==> config.mk <==
export PLATFORM = sky130hd
export DESIGN_NAME = issue_sched
export DESIGN_NICKNAME = d
export VERILOG_FILES = /design/src/rtl/issue_sched_pkg.sv /design/src/rtl/issue_sched_bypass.sv /design/src/rtl/issue_sched.sv
export SDC_FILE = /design/constraint.sdc
export NUM_CORES = 1
export LEC_CHECK = 0
export BUFFER_PORTS_ARGS = -buffer_cell sky130_fd_sc_hd__buf_2
export CORE_AREA = 2 2 164 166
export DETAILED_ROUTE_END_ITERATION = 10
export DIE_AREA = 0 0 166 168
export SYNTH_ARGS = -nofsm -noshare
export SYNTH_HDL_FRONTEND = slang
export SYNTH_HIERARCHICAL = 1
export SYNTH_SLANG_ARGS = --single-unit
export TNS_END_PERCENT = 20
==> constraint.sdc <==
create_clock -name clk_i -period 2.19 [get_ports clk_i]
set_input_delay 0.1095 -clock clk_i [delete_from_list [all_inputs] [get_ports clk_i]]
set_output_delay 0.1095 -clock clk_i [all_outputs]
set_load 0.03 [all_outputs]
==> src/rtl/issue_sched_pkg.sv <==
// issue_sched_pkg: shared field ranges, exception width and FSM encodings for the issue stage
package issue_sched_pkg;

    localparam int REG_W   = 5;
    localparam int EXC_W   = 6;
    localparam int RD_LSB  = 7;
    localparam int RS1_LSB = 15;
    localparam int RS2_LSB = 20;

    localparam logic [1:0] ST_RUN      = 2'd0;
    localparam logic [1:0] ST_DIV_WAIT = 2'd1;
    localparam logic [1:0] ST_FLUSH    = 2'd2;

    function automatic logic [REG_W-1:0] rs1_of(input logic [31:0] op);
        return op[RS1_LSB +: REG_W];
    endfunction

    function automatic logic [REG_W-1:0] rs2_of(input logic [31:0] op);
        return op[RS2_LSB +: REG_W];
    endfunction

    function automatic logic [REG_W-1:0] rd_of(input logic [31:0] op);
        return op[RD_LSB +: REG_W];
    endfunction

endpackage

==> src/rtl/issue_sched_bypass.sv <==
// issue_bypass: picks one source operand from x0, E1 ALU, E2, WB or register file, youngest first
module issue_bypass
    import issue_sched_pkg::*;
(
    input  logic [REG_W-1:0] idx_i,
    input  logic [REG_W-1:0] rd_e1_i,
    input  logic             e1_fwd_i,
    input  logic [31:0]      e1_val_i,
    input  logic [REG_W-1:0] rd_e2_i,
    input  logic [31:0]      e2_val_i,
    input  logic [REG_W-1:0] rd_wb_i,
    input  logic [31:0]      wb_val_i,
    input  logic [31:0]      rf_val_i,
    output logic [31:0]      operand_o
);

    // idx_i != 0 guarantees a zero stage rd never matches, so rd==0 means no writer
    always_comb begin
        operand_o = (idx_i == '0)                      ? 32'd0    :
                    (e1_fwd_i && idx_i == rd_e1_i)     ? e1_val_i :
                    (idx_i == rd_e2_i)                 ? e2_val_i :
                    (idx_i == rd_wb_i)                 ? wb_val_i : rf_val_i;
    end

endmodule

==> src/rtl/issue_sched.sv <==
// issue_sched: single-issue front of the execute pipe with scoreboard, bypass and divider serialisation
module issue_sched
    import issue_sched_pkg::*;
#(
    parameter bit SUPPORT_LOAD_BYPASS = 1'b1,
    parameter bit SUPPORT_MUL_BYPASS  = 1'b1
) (
    input  logic             clk_i,
    input  logic             rst_i,
    input  logic             fetch_valid_i,
    output logic             fetch_accept_o,
    input  logic [31:0]      fetch_pc_i,
    input  logic [31:0]      fetch_opcode_i,
    input  logic             fetch_lsu_i,
    input  logic             fetch_csr_i,
    input  logic             fetch_div_i,
    input  logic             fetch_mul_i,
    input  logic             fetch_branch_i,
    input  logic             fetch_rd_valid_i,
    input  logic             fetch_ra_valid_i,
    input  logic             fetch_rb_valid_i,
    input  logic [EXC_W-1:0] fetch_exception_i,
    output logic [REG_W-1:0] rf_ra_idx_o,
    output logic [REG_W-1:0] rf_rb_idx_o,
    input  logic [31:0]      rf_ra_value_i,
    input  logic [31:0]      rf_rb_value_i,
    input  logic [REG_W-1:0] rd_e1_i,
    input  logic             load_e1_i,
    input  logic             mul_e1_i,
    input  logic [31:0]      alu_result_e1_i,
    input  logic [REG_W-1:0] rd_e2_i,
    input  logic [31:0]      result_e2_i,
    input  logic [REG_W-1:0] rd_wb_i,
    input  logic [31:0]      result_wb_i,
    input  logic             pipe_stall_i,
    input  logic             squash_i,
    input  logic             div_complete_i,
    output logic             issue_valid_o,
    output logic             issue_accept_o,
    output logic             issue_stall_o,
    output logic             issue_lsu_o,
    output logic             issue_csr_o,
    output logic             issue_div_o,
    output logic             issue_mul_o,
    output logic             issue_branch_o,
    output logic             issue_rd_valid_o,
    output logic [REG_W-1:0] issue_rd_o,
    output logic [31:0]      issue_pc_o,
    output logic [31:0]      issue_opcode_o,
    output logic [31:0]      issue_operand_ra_o,
    output logic [31:0]      issue_operand_rb_o,
    output logic [EXC_W-1:0] issue_exception_o
);

    logic [1:0]       state_q, state_d;
    logic [31:0]      sb_q, sb_d;
    logic             div_busy_q, div_busy_d;
    logic [REG_W-1:0] rs1, rs2, rd;
    logic [31:0]      wb_clr, sb_live, sb_set;
    logic             ra_used, rb_used, e1_late, hazard, div_issue, sb_class;

    assign rs1 = rs1_of(fetch_opcode_i);
    assign rs2 = rs2_of(fetch_opcode_i);
    assign rd  = rd_of(fetch_opcode_i);

    assign rf_ra_idx_o = rs1;
    assign rf_rb_idx_o = rs2;

    assign issue_stall_o     = pipe_stall_i;
    assign issue_lsu_o       = fetch_lsu_i;
    assign issue_csr_o       = fetch_csr_i;
    assign issue_div_o       = fetch_div_i;
    assign issue_mul_o       = fetch_mul_i;
    assign issue_branch_o    = fetch_branch_i;
    assign issue_rd_valid_o  = fetch_rd_valid_i;
    assign issue_rd_o        = rd & {REG_W{fetch_rd_valid_i}};
    assign issue_pc_o        = fetch_pc_i;
    assign issue_opcode_o    = fetch_opcode_i;
    assign issue_exception_o = fetch_exception_i;

    // a WB write releases its scoreboard bit in the same cycle, since the value is forwarded from WB
    assign wb_clr  = (rd_wb_i != '0) ? (32'd1 << rd_wb_i) : 32'd0;
    assign sb_live = sb_q & ~wb_clr;

    assign ra_used = fetch_ra_valid_i && rs1 != '0;
    assign rb_used = fetch_rb_valid_i && rs2 != '0;
    assign e1_late = load_e1_i || mul_e1_i;

    // RAW against long-latency writers in the scoreboard, load/mul still in E1, or a busy divider
    always_comb begin
        hazard = (ra_used && (sb_live[rs1] || (e1_late && rs1 == rd_e1_i))) ||
                 (rb_used && (sb_live[rs2] || (e1_late && rs2 == rd_e1_i))) ||
                 (fetch_div_i && div_busy_q);
    end

    assign issue_valid_o  = fetch_valid_i && state_q == ST_RUN && !squash_i;
    assign issue_accept_o = issue_valid_o && !hazard;
    assign fetch_accept_o = issue_accept_o && !pipe_stall_i;
    assign div_issue      = fetch_accept_o && fetch_div_i;

    assign sb_class = fetch_div_i || fetch_csr_i ||
                      (fetch_lsu_i && !SUPPORT_LOAD_BYPASS) ||
                      (fetch_mul_i && !SUPPORT_MUL_BYPASS);
    assign sb_set   = (fetch_accept_o && fetch_rd_valid_i && rd != '0 && sb_class) ?
                      (32'd1 << rd) : 32'd0;

    issue_bypass u_byp_ra (
        .idx_i     (rs1),
        .rd_e1_i   (rd_e1_i),
        .e1_fwd_i  (!e1_late),
        .e1_val_i  (alu_result_e1_i),
        .rd_e2_i   (rd_e2_i),
        .e2_val_i  (result_e2_i),
        .rd_wb_i   (rd_wb_i),
        .wb_val_i  (result_wb_i),
        .rf_val_i  (rf_ra_value_i),
        .operand_o (issue_operand_ra_o)
    );

    issue_bypass u_byp_rb (
        .idx_i     (rs2),
        .rd_e1_i   (rd_e1_i),
        .e1_fwd_i  (!e1_late),
        .e1_val_i  (alu_result_e1_i),
        .rd_e2_i   (rd_e2_i),
        .e2_val_i  (result_e2_i),
        .rd_wb_i   (rd_wb_i),
        .wb_val_i  (result_wb_i),
        .rf_val_i  (rf_rb_value_i),
        .operand_o (issue_operand_rb_o)
    );

    // next state: squash beats stall, stall freezes everything but the divider-done release
    always_comb begin
        state_d    = state_q;
        sb_d       = sb_q;
        div_busy_d = div_busy_q && !div_complete_i;
        if (squash_i) begin
            state_d    = ST_FLUSH;
            sb_d       = 32'd0;
            div_busy_d = 1'b0;
        end else if (!pipe_stall_i) begin
            sb_d       = sb_live | sb_set;
            state_d    = (state_q == ST_FLUSH)    ? ST_RUN :
                         (state_q == ST_DIV_WAIT) ? ((div_complete_i || !div_busy_q) ? ST_RUN : ST_DIV_WAIT) :
                         (div_issue ? ST_DIV_WAIT : ST_RUN);
            div_busy_d = div_issue || div_busy_d;
        end
    end

    // state registers
    always_ff @(posedge clk_i or posedge rst_i) begin
        if (rst_i) begin
            state_q    <= ST_RUN;
            sb_q       <= 32'd0;
            div_busy_q <= 1'b0;
        end else begin
            state_q    <= state_d;
            sb_q       <= sb_d;
            div_busy_q <= div_busy_d;
        end
    end

endmodule

== Yosys cells after proc, flatten, opt, wreduce, memory -nomap -nowiden ==
Index checks and enable logic that the tools add are counted.
W data, S select, Z words.

* $lt $le $gt $ge: 2
* Equal/unequal tests: 9
* Shift-type cells: 2
* Multiplexer cells: 24
* Bitwise gates (word level): 4
* Reductions and logical operators: 39

{| class="wikitable"
|+ Operators by type and width
! kind !! count
|-
| $mux W32 || 12
|-
| $shl A1 B5 Y32 const A || 2
|-
| $and A32 B32 Y32 || 1
|-
| $not A32 Y32 || 1
|-
| $or A32 B32 Y32 || 1
|-
| $eq A5 B5 Y1 || 6
|-
| $reduce_bool A5 Y1 || 4
|-
| $logic_and A1 B1 Y1 || 18
|-
| $lt A5 B6 Y1 const B || 2
|-
| $bmux W1 S5 || 2
|-
| $logic_not A5 Y1 || 2
|-
| $logic_or A1 B1 Y1 || 8
|-
| $mux W1 || 8
|-
| $logic_not A1 Y1 || 6
|-
| $and A5 B5 Y5 || 1
|-
| $mux W2 || 2
|-
| $eq A2 B1 Y1 const B || 1
|-
| $eq A2 B2 Y1 const B || 1
|-
| $logic_not A2 Y1 || 1
|-
| $ne A2 B1 Y1 const B || 1
|}

* Register bits: 35
* Input port bits: 261
* Output and inout bits: 159
* Word-level logic and storage cells: 83

== Longest topological paths before layout ==
Gate-level depths: netlist of run 1.

* Depth in word-level cells: 20
* Depth in mapped cells: 11
* Depth with buffers taken out: 8

== By module ==
The synthesis of run 1 kept the hierarchy.

{| class="wikitable"
|+ By module, submodules not included
! module !! times used !! cells each !! area each (sq um) !! seq. area each (sq um)
|-
| issue_sched || 1 || 472 || 3687.3 || 875.8
|-
| issue_bypass || 2 || 172 || 1350.0 || 0.0
|}

== Least setup slack after synthesis of run 1 ==
No wires, ideal clock.

* Path kind: reg2out
* Start point: register state_q[0]
* End point: output port issue_accept_o
* Arrival: 2.741 ns
* Required time: 2.081 ns
* Setup slack: -0.660 ns
* Stages on the path, launching flop included: 10
* Buffers on the path: 1
* Cells stage by stage: dfrtp_1 -> or4b_2 -> inv_1 -> a221oi_1 -> nand3_1 -> o211ai_1 -> a22o_1 -> or2_4 -> clkbuf_1 -> a21oi_1

* Longest elaborated chain between the ends: 4

{| class="wikitable"
|+ RTL lines
! item !! RTL line !! text
|-
| start, declared || issue_sched.sv:55 || <nowiki>logic [1:0] state_q, state_d;</nowiki>
|-
| start signal, assigned || issue_sched.sv:158 || <nowiki>state_q <= state_d;</nowiki>
|-
| $logic_not A2 Y1 || issue_sched.sv:96 || <nowiki>assign issue_valid_o = fetch_valid_i && state_q == ST_RUN && !squash_i;</nowiki>
|-
| $logic_and A1 B1 Y1 (2 in a row) || issue_sched.sv:96 ||
|-
| via issue_valid_o || issue_sched.sv:38 || <nowiki>output logic issue_valid_o,</nowiki>
|-
| $logic_and A1 B1 Y1 || issue_sched.sv:97 || <nowiki>assign issue_accept_o = issue_valid_o && !hazard;</nowiki>
|-
| end, declared || issue_sched.sv:39 || <nowiki>output logic issue_accept_o,</nowiki>
|}

The timed path passes the listed nets, and every way through them passes these cells.

== Worst setup path after layout of run 1 ==
* Start point: register state_q[1]
* End point: output port issue_accept_o

* Longest elaborated chain between the ends: 4

{| class="wikitable"
|+ RTL lines
! item !! RTL line
|-
| $logic_not A2 Y1 || issue_sched.sv:96
|-
| $logic_and A1 B1 Y1 (2 in a row) || issue_sched.sv:96
|-
| $logic_and A1 B1 Y1 || issue_sched.sv:97
|}

No other way between the ends.

==> results, run 1 <==
- The height of the chip is 168 um.
- Setup violations remaining at the end of the flow were counted as 33.
- Setup repair after global routing could not meet its margin everywhere.
- Entering global routing, the biggest net connects 36 pins.
- The area of the mapped netlist is 6390 um^2.
- The part of the power in the clock network is 25.6%.
- The biggest fanout along the worst timing path is 6.
- The number of max-capacitance violations reported is 0.
- For this run, global-route usage on met3 was measured as 9.61%.
- The per-instance average area after synthesis is 7.83 um^2.
- The vias after detailed routing is 7911.
- The filler cells instantiated in the layout total 2786.
- TritonCTS built the clock tree.
- The combinational family with the most area after synthesis is compound AO/OA/AOI/OAI gates.
- The most congested layer reported by global routing is met2.
- Counting instances in the post-synthesis netlist gives the leading cell types as nand2_1, buf_4, nand3_1, mux2i_1, o211ai_2.
- The register-to-register setup slack is -0.34 ns.
- The fraction of the mapped netlist area in simple logic gates is 24.1%.
- The clock-pin slew on the worst setup and hold paths is 0.06 ns.
- After routing, the total negative slack on setup checks comes to -8.50 ns.
- The total overflow left after global routing is 0.
- The met1 track demand over resource in global routing is 30.1%.
- The number of rows in the core area is 60.
- The number of detailed-route iterations in the first pass is 7.
- The dominant cell by count in the synthesized netlist is nand2_1.
- The xor and xnor fraction of the mapped netlist area is 5.62%.
- The cell count after synthesis is 816.
- Summed over all cells, the static leakage comes to 0.00384 uW.
- The clock sink count is 35.
- At the pin with the least slew margin, the transition time is 0.688 ns.
- The startpoint identified for the worst register-to-register timing path is state_q[1].
- The count of pins over their slew limit came to 0.
- Summed over all nets, the switching power comes to 1340 uW.
- The routability congestion estimate from global placement is 0.965.
- After detailed routing, the average wire length per cell comes to 23.3 um.
- The critical path in this run is classified as flop to output port.
- The via count of the first global-routing pass is 7561.
- The most instantiated flip-flop cell in the synthesis netlist is dfrtp_1.
- The data arrival time at the worst-slack endpoint is 2.47 ns.
- The tree is rooted in a clkbuf_16.
- The worst hold slack is 0.129 ns.
- Compared with the post-synthesis result, the final layout area differs by 40.5%.
- The region available for standard cell placement spans 26400 um^2.
- The worst setup path endpoint is issue_accept_o.
- The number of H-tree levels is 2.
- The initial antenna violation count was 12.
- The final reports fail on negative setup slack.
- Tracing the worst setup path back leads to its startpoint at state_q[1].
- The share of synthesized flip-flops with an asynchronous set or reset is 100%.
- After layout, the worst setup slack is -0.387 ns.
- The share of cells above drive strength 1 is 51.0%.
- The synthesized netlist devotes 28.9% of its cell area to compound gates.
- The internal power of the cells is 1850 uW.
- The combinational share of power is 53.8%.
- The total global-route track usage is 22.9%.
- After detailed routing, the number of remaining DRC violations is 0.
- The longest clock path from root to sink contains 2 buffers.
- Buffers inserted during clock tree synthesis total 5.
- STA classifies the critical path startpoint as a flop.
- The endpoint identified for the worst register-to-register timing path is sb_q[4].
- The synthesized-area fraction occupied by adder cells is 0%.
- In the routed layout, each cell is associated on average with a via count of 5.44.
- The final clock skew is 0.00868 ns.
- The worst pin sits at a relative slew slack of 54.1%.
- The remaining number of nets flagged by the antenna check after routing is 0.
- The worst hold path class is input port to flop.
- Sequential cells were found to cover 13.7% of the synthesized design area.
- The nature of the critical path endpoint is an output port.
- By area the synthesized netlist is led by dfrtp_1, o211ai_2, buf_4.
- The effective utilization at floorplan is 24.2%.
- Data on the critical path is required at its endpoint by 2.08 ns.
- The overall die width is 166 um.
- In this run, synthesis inferred 0 flip-flops with an integrated enable.
- Clock latency on the worst-skew pair, taken at its later pin, is 0.28 ns.
- The library cell with the largest summed area after synthesis is dfrtp_1.
- For this run, the top clock speed supported by timing is 0.388 GHz.
- The number of register bits inferred by synthesis is 35.
- The final-report hold violation count is 0.
- The number of placed I/O pins is 420.
- The pre-CTS worst setup slack is -0.522 ns.
- The share of Yosys cell area claimed by the top area cell type is 13.7%.
- The Yosys step of the flow raised 6 warnings.
- The number of different library cells used by synthesis comes to 65.
- Summed over all nets, the half-perimeter wirelength after detailed placement is 27.6 mm.
- The run finished, with violations left.
- When the netlist entered floorplanning its net count stood at 1077.
- The share of the clock period used by the worst path is 118%.
- The first global-routing pass estimated 49.5 mm of wire.
- For the worst flop-to-flop path, the logic depth is 7.
- The net switching share of the total power is 42.0%.
- The detailed-route wire length is 33.9 mm.
- The minimum clock period is 2.58 ns.
- For this run, the post-layout net count is 1368.
- The floorplan step defined a die boundary enclosing 27900 um^2.
- The portion of netlist area occupied by mux cells is 10.7%.
- The met2 track utilization from global routing is 35.6%.
- The power density over the cells is 355 nW/um^2.
- The first routing iteration left 709 violations.
- During placement, the flow inserted port buffers numbering 303.
- The worst vdd rail ir drop is 0.000302 V.
- The share of power burned in registers is 20.6%.
## cells by family (layout without fill, tap and decap cells)
family / after synthesis / in the layout
AOI/OAI and AO/OA: 206 / 206
muxes: 68 / 68
xor gates and xnor gates: 41 / 41
and+or+nand+nor: 304 / 305
other: 0 / 5
DFF: 35 / 35
buffers and inverters: 162 / 453
## flip-flops by register name (all words and copies together) (netlist names)
register and flops:
state_q 2, sb_q 32, div_busy_q 1
## power groups by stage
stage / combinational, uW / sequential [uW] / clock, uW
floorplan: 1140 / 666 / 0
global placement: 1650 / 667 / 0
detailed placement: 1650 / 667 / 0
CTS: 1680 / 656 / 820
global route: 1820 / 656 / 854
finish: 1710 / 656 / 815
## per-stage QoR
step / instance area (um^2) / util [%] / std cells / power, uW
3_3_place_gp: 8410 / 31.9 / 1434 / 2320
6_report: 8970 / 34.1 / 1454 / 3180
5_1_grt: 8970 / 34.0 / 1452 / 3330
2_1_floorplan: 6430 / - / 816 / 1800
3_5_place_dp: 8410 / 31.9 / 1434 / 2320
4_1_cts: 8740 / 33.2 / 1447 / 3160
## routing by layer
layer,share of wire [%],vias up,wire length (um)
li1,-,3561,-
met1,41,3760,14000
met2,44,517,15000
met3,13,61,4290
met4,1.9,12,629
met5,0.31,-,105
## cell type report
type                            instances  area, um^2  share of cell area, %
Clock inverter                          3        43.8                  0.488
Tap cell                              341         427                   4.75
Inverter                               11        45.0                  0.502
Multi-Input combinational cell        620        4760                   53.0
Timing Repair Buffer                  434        2690                   29.9
Antenna cell                            5        12.5                  0.139
Clock buffer                            5         125                   1.39
Sequential cell                        35         876                   9.76
## layout by cell type (no fill, tap or decap), types with 13 or more instances in the layout
| cell | Yosys | layout |
|---|---|---|
| buf_2 | 13 | 299 |
| nand2_1 | 115 | 115 |
| buf_4 | 99 | 114 |
| nand3_1 | 91 | 91 |
| mux2i_1 | 67 | 63 |
| o211ai_2 | 60 | 60 |
| dfrtp_1 | 35 | 35 |
| o211ai_1 | 32 | 32 |
| nor2_1 | 25 | 25 |
| xnor2_1 | 24 | 24 |
| o41ai_2 | 1 | 17 |
| xor2_1 | 17 | 17 |
| o21ai_0 | 16 | 14 |
| o311ai_0 | 13 | 13 |
## worst max-delay path: stages, from the launching register on
cell and delay [ns]:
dfrtp_1 0.38, or4b_4 0.58, nor3_4 0.20, o211ai_1 0.15
a22o_2 0.31, or2_4 0.30, a21oi_4 0.12, buf_6 0.14
## repair_timing
item                       CTS  global route
buffers inserted             3             3
hold endpoints to repair    35             0
pin swaps                    5            14
hold buffers                 1             0
cloned                       1             0
setup endpoints to repair   40            77
resized for setup           23            37
## worst min-delay path by stage
stage | start | end | slack [ns] | cells past startpoint
floorplan | squash_i | sb_q[0] | 0.18 | 1
global placement | fetch_exception_i[4] | issue_exception_o[4] | 0.22 | 0
detailed placement | fetch_exception_i[4] | issue_exception_o[4] | 0.22 | 0
CTS | div_complete_i | div_busy_q | 0.12 | 4
global route | div_complete_i | div_busy_q | 0.17 | 4
finish | div_complete_i | div_busy_q | 0.13 | 4
(Power assumes the default switching activity.)
==> run 2, diff against run 1 <==
==> constraint.sdc (replaced) <==
create_clock -name clk_i -period 2.19 [get_ports clk_i]
set_input_delay 0 -clock clk_i [delete_from_list [all_inputs] [get_ports clk_i]]
set_output_delay 0 -clock clk_i [all_outputs]
set_load 0.03 [all_outputs]
==> results, run 2 (synthesis gave the netlist of run 1 again) <==
- The type of origin of the critical path was a flop (unchanged).
- The final setup slack of the worst path is -0.375 ns (was -0.387 ns).
- The number of max-capacitance violations reported came to 0 (unchanged).
- The full die area was 27900 um^2 (unchanged).
- The top achievable clock speed is 0.390 GHz (was 0.388 GHz).
- The pre-CTS worst setup slack is -0.415 ns (was -0.522 ns).
- The number of H-tree levels came to 2 (unchanged).
- The share of the clock period used by the worst path is 117% (was 118%).
- The final-stage net count is 1362 (was 1368).
- The initial antenna violation count is 3 (was 12).
- The nature of the critical path endpoint is an output port (unchanged).
- Commonest non-fill, non-tap cells in the layout: buf_2, nand2_1, buf_4 (unchanged).
- The number of fill cells is 2796 (was 2786).
- The overall die width was 166 um (unchanged).
- The core region area came to 26400 um^2 (unchanged).
- The final setup violation count is 35 (was 33).
- The worst slew margin relative to its limit was 52.9% (was 54.1%).
- The count of pins over their slew limit is 0 (unchanged).
- The clock latency at the later pin of the worst-skew pair is 0.28 ns (about the same).
- The leakage power figure is 0.00380 uW (was 0.00384 uW).
- The register with the highest flop count is sb_q (unchanged).
- The number of rows in the core area came to 60 (unchanged).
- The power density over the cells came to 358 nW/um^2 (was 355 nW/um^2).
- The share of cells above drive strength 1 was 50.4% (was 51.0%).
- The TritonCTS clock tree was done (unchanged).
- The biggest fanout along the worst timing path is 5 (was 6).
- The setup TNS after final layout is -8.24 ns (was -8.50 ns).
- The worst path required time is 2.19 ns (was 2.08 ns).
- The pin count of the biggest net entering global routing is 36 (unchanged).
- The total global-route track usage is 21.6% (was 22.9%).
- The number of placed I/O pins is 420 (unchanged).
- The final design utilization is 33.7% (was 34.1%).
- The final clock skew is 0.00795 ns (was 0.00868 ns).
- The clock tree root buffer cell was clkbuf_16 (unchanged).
- The starting DRC count in detailed routing is 592 (was 709).
- The remaining number of nets flagged by the antenna check after routing is 0 (unchanged).
- The height of the chip is 168 um (unchanged).
- The maximum buffer depth of the clock tree is 2 (unchanged).
- The vias after detailed routing is 7741 (was 7911).
- The commonest non-fill, non-tap cell in the layout was buf_2 (unchanged).
- Top flop regs: sb_q (32), state_q (2), div_busy_q (1) (unchanged).
- The final-report hold violation count was 0 (unchanged).
- The clock-pin slew on the worst setup and hold paths is 0.06 ns (about the same).
- The worst hold path class is input port to output port (was input port to flop).
- The per-cell routed wire length is 22.4 um (was 23.3 um).
- The global-route congestion overflow total is 0 (unchanged).
- The vias per cell is 5.36 (was 5.44).
- The minimum clock period is 2.57 ns (was 2.58 ns).
- The number of flip-flops in the largest register is 32 (unchanged).
- Failing checks: negative setup slack (unchanged).
- Outcome: complete, but fails checks (unchanged).
- The kind of critical path is flop to output port (unchanged).
- The detailed-route wire length came to 32.3 mm (was 33.9 mm).
- The area added between synthesis and finish is 38.8% (was 40.5%).
- The number of port buffers was 303 (unchanged).
- The instance count along the most critical hold path is 0 (was 4).
- The CTS buffer count is 5 (unchanged).
- The number of detailed-route iterations in the first pass was 5 (was 7).
- The effective utilization at floorplan is 24.2% (unchanged).
- The global-route wire length before repair is 47.1 mm (was 49.5 mm).
- The via count of the first global-routing pass came to 7379 (was 7561).
- The depth of the worst register-to-register path is 7 (unchanged).
- The clock sink count is 35 (unchanged).
- The routability congestion estimate from global placement is 0.937 (was 0.965).
- The slew at the pin closest to its max-slew limit is 0.698 ns (was 0.688 ns).
- The number of remaining DRC errors is 0 (unchanged).
- The data arrival time at the worst-slack endpoint is 2.57 ns (was 2.47 ns).
- The HPWL reported at the end of detailed placement is 26.2 mm (was 27.6 mm).
- Setup repair after global routing missed its margin: yes (unchanged).
- The worst vdd rail ir drop came to 0.000512 V (was 0.000302 V).
## run 2: changes by cell type in the layout (fill, tap and decap cells not counted), sizes merged
| cell | change |
|---|---|
| buf | -5 |
| diode | -4 |
| clkinv | -1 |
## run 2: final cells by class
type | count | area [um^2] | share of cell area [%]
inverter | 11 | 45.0 | 0.508
multi-input combinational | 620 | 4730 | 53.3
tap | 341 | 427 | 4.81
sequential | 35 | 876 | 9.88
clock buffer | 6 | 139 | 1.57
timing repair buffer | 428 | 2610 | 29.5
clock inverter | 2 | 35.0 | 0.395
antenna | 1 | 2.50 | 0.0282
## run 2: stage by stage
| step | power [uW] | hold slack, ns | instances | instance area (um^2) |
|---|---|---|---|---|
| after global placement | 2300 | 0.000205 | 1425 | 8340 |
| after floorplan | 1800 | 0.0656 | 816 | 6420 |
| after global routing | 3320 | 0.0000444 | 1444 | 8870 |
| final | 3170 | 0.0000100 | 1444 | 8870 |
| after CTS | 3160 | 0.000205 | 1439 | 8700 |
| after detailed placement | 2300 | 0.000205 | 1425 | 8340 |
## run 2: worst paths after layout
| path | start | end | slack [ns] |
|---|---|---|---|
| setup reg to reg | state_q[1] | sb_q[21] | -0.36 |
| max in group asynchronous | rst_i | sb_q[22] | 1.50 |
| min in group asynchronous | rst_i | sb_q[31] | 0.36 |
| hold / removal | fetch_pc_i[26] | issue_pc_o[26] | 0.00001 |
| setup / recovery | state_q[1] | fetch_accept_o | -0.38 |
| hold reg to reg | state_q[0] | state_q[0] | 0.55 |
## run 2: layer usage
metal	wire length, um	vias up	GRT usage (%)
met5	9	-	0
met1	13800	3735	28.8
li1	-	3542	-
met2	14900	420	35.2
met3	2850	42	5.50
met4	670	2	5.14
## run 2: report_power, final
part	internal [uW]	switching [uW]	leakage (uW)	total [uW]
Sequential	652	4.62	0.000484	657
Combinational	637	1040	0.00323	1680
Clock	565	267	0.0000869	833
Total	1850	1320	0.00380	3170
## run 2: timing repair
action                     in CTS  in global routing
hold buffers                    1                  0
setup endpoints to repair      35                 39
hold endpoints to repair       35                  0
setup buffers                   4                  4
cloned                          1                  0
resized for setup              24                 24
pin swaps                       8                 14
## run 2: critical path: stages, from the launching register on
cell and delay (ns):
dfrtp_1 0.38, or4b_4 0.59, nor3_2 0.21, o211ai_1 0.16, a22o_2 0.30, or2_4 0.29, buf_6 0.13, nor2b_4 0.10
buf_6 0.13
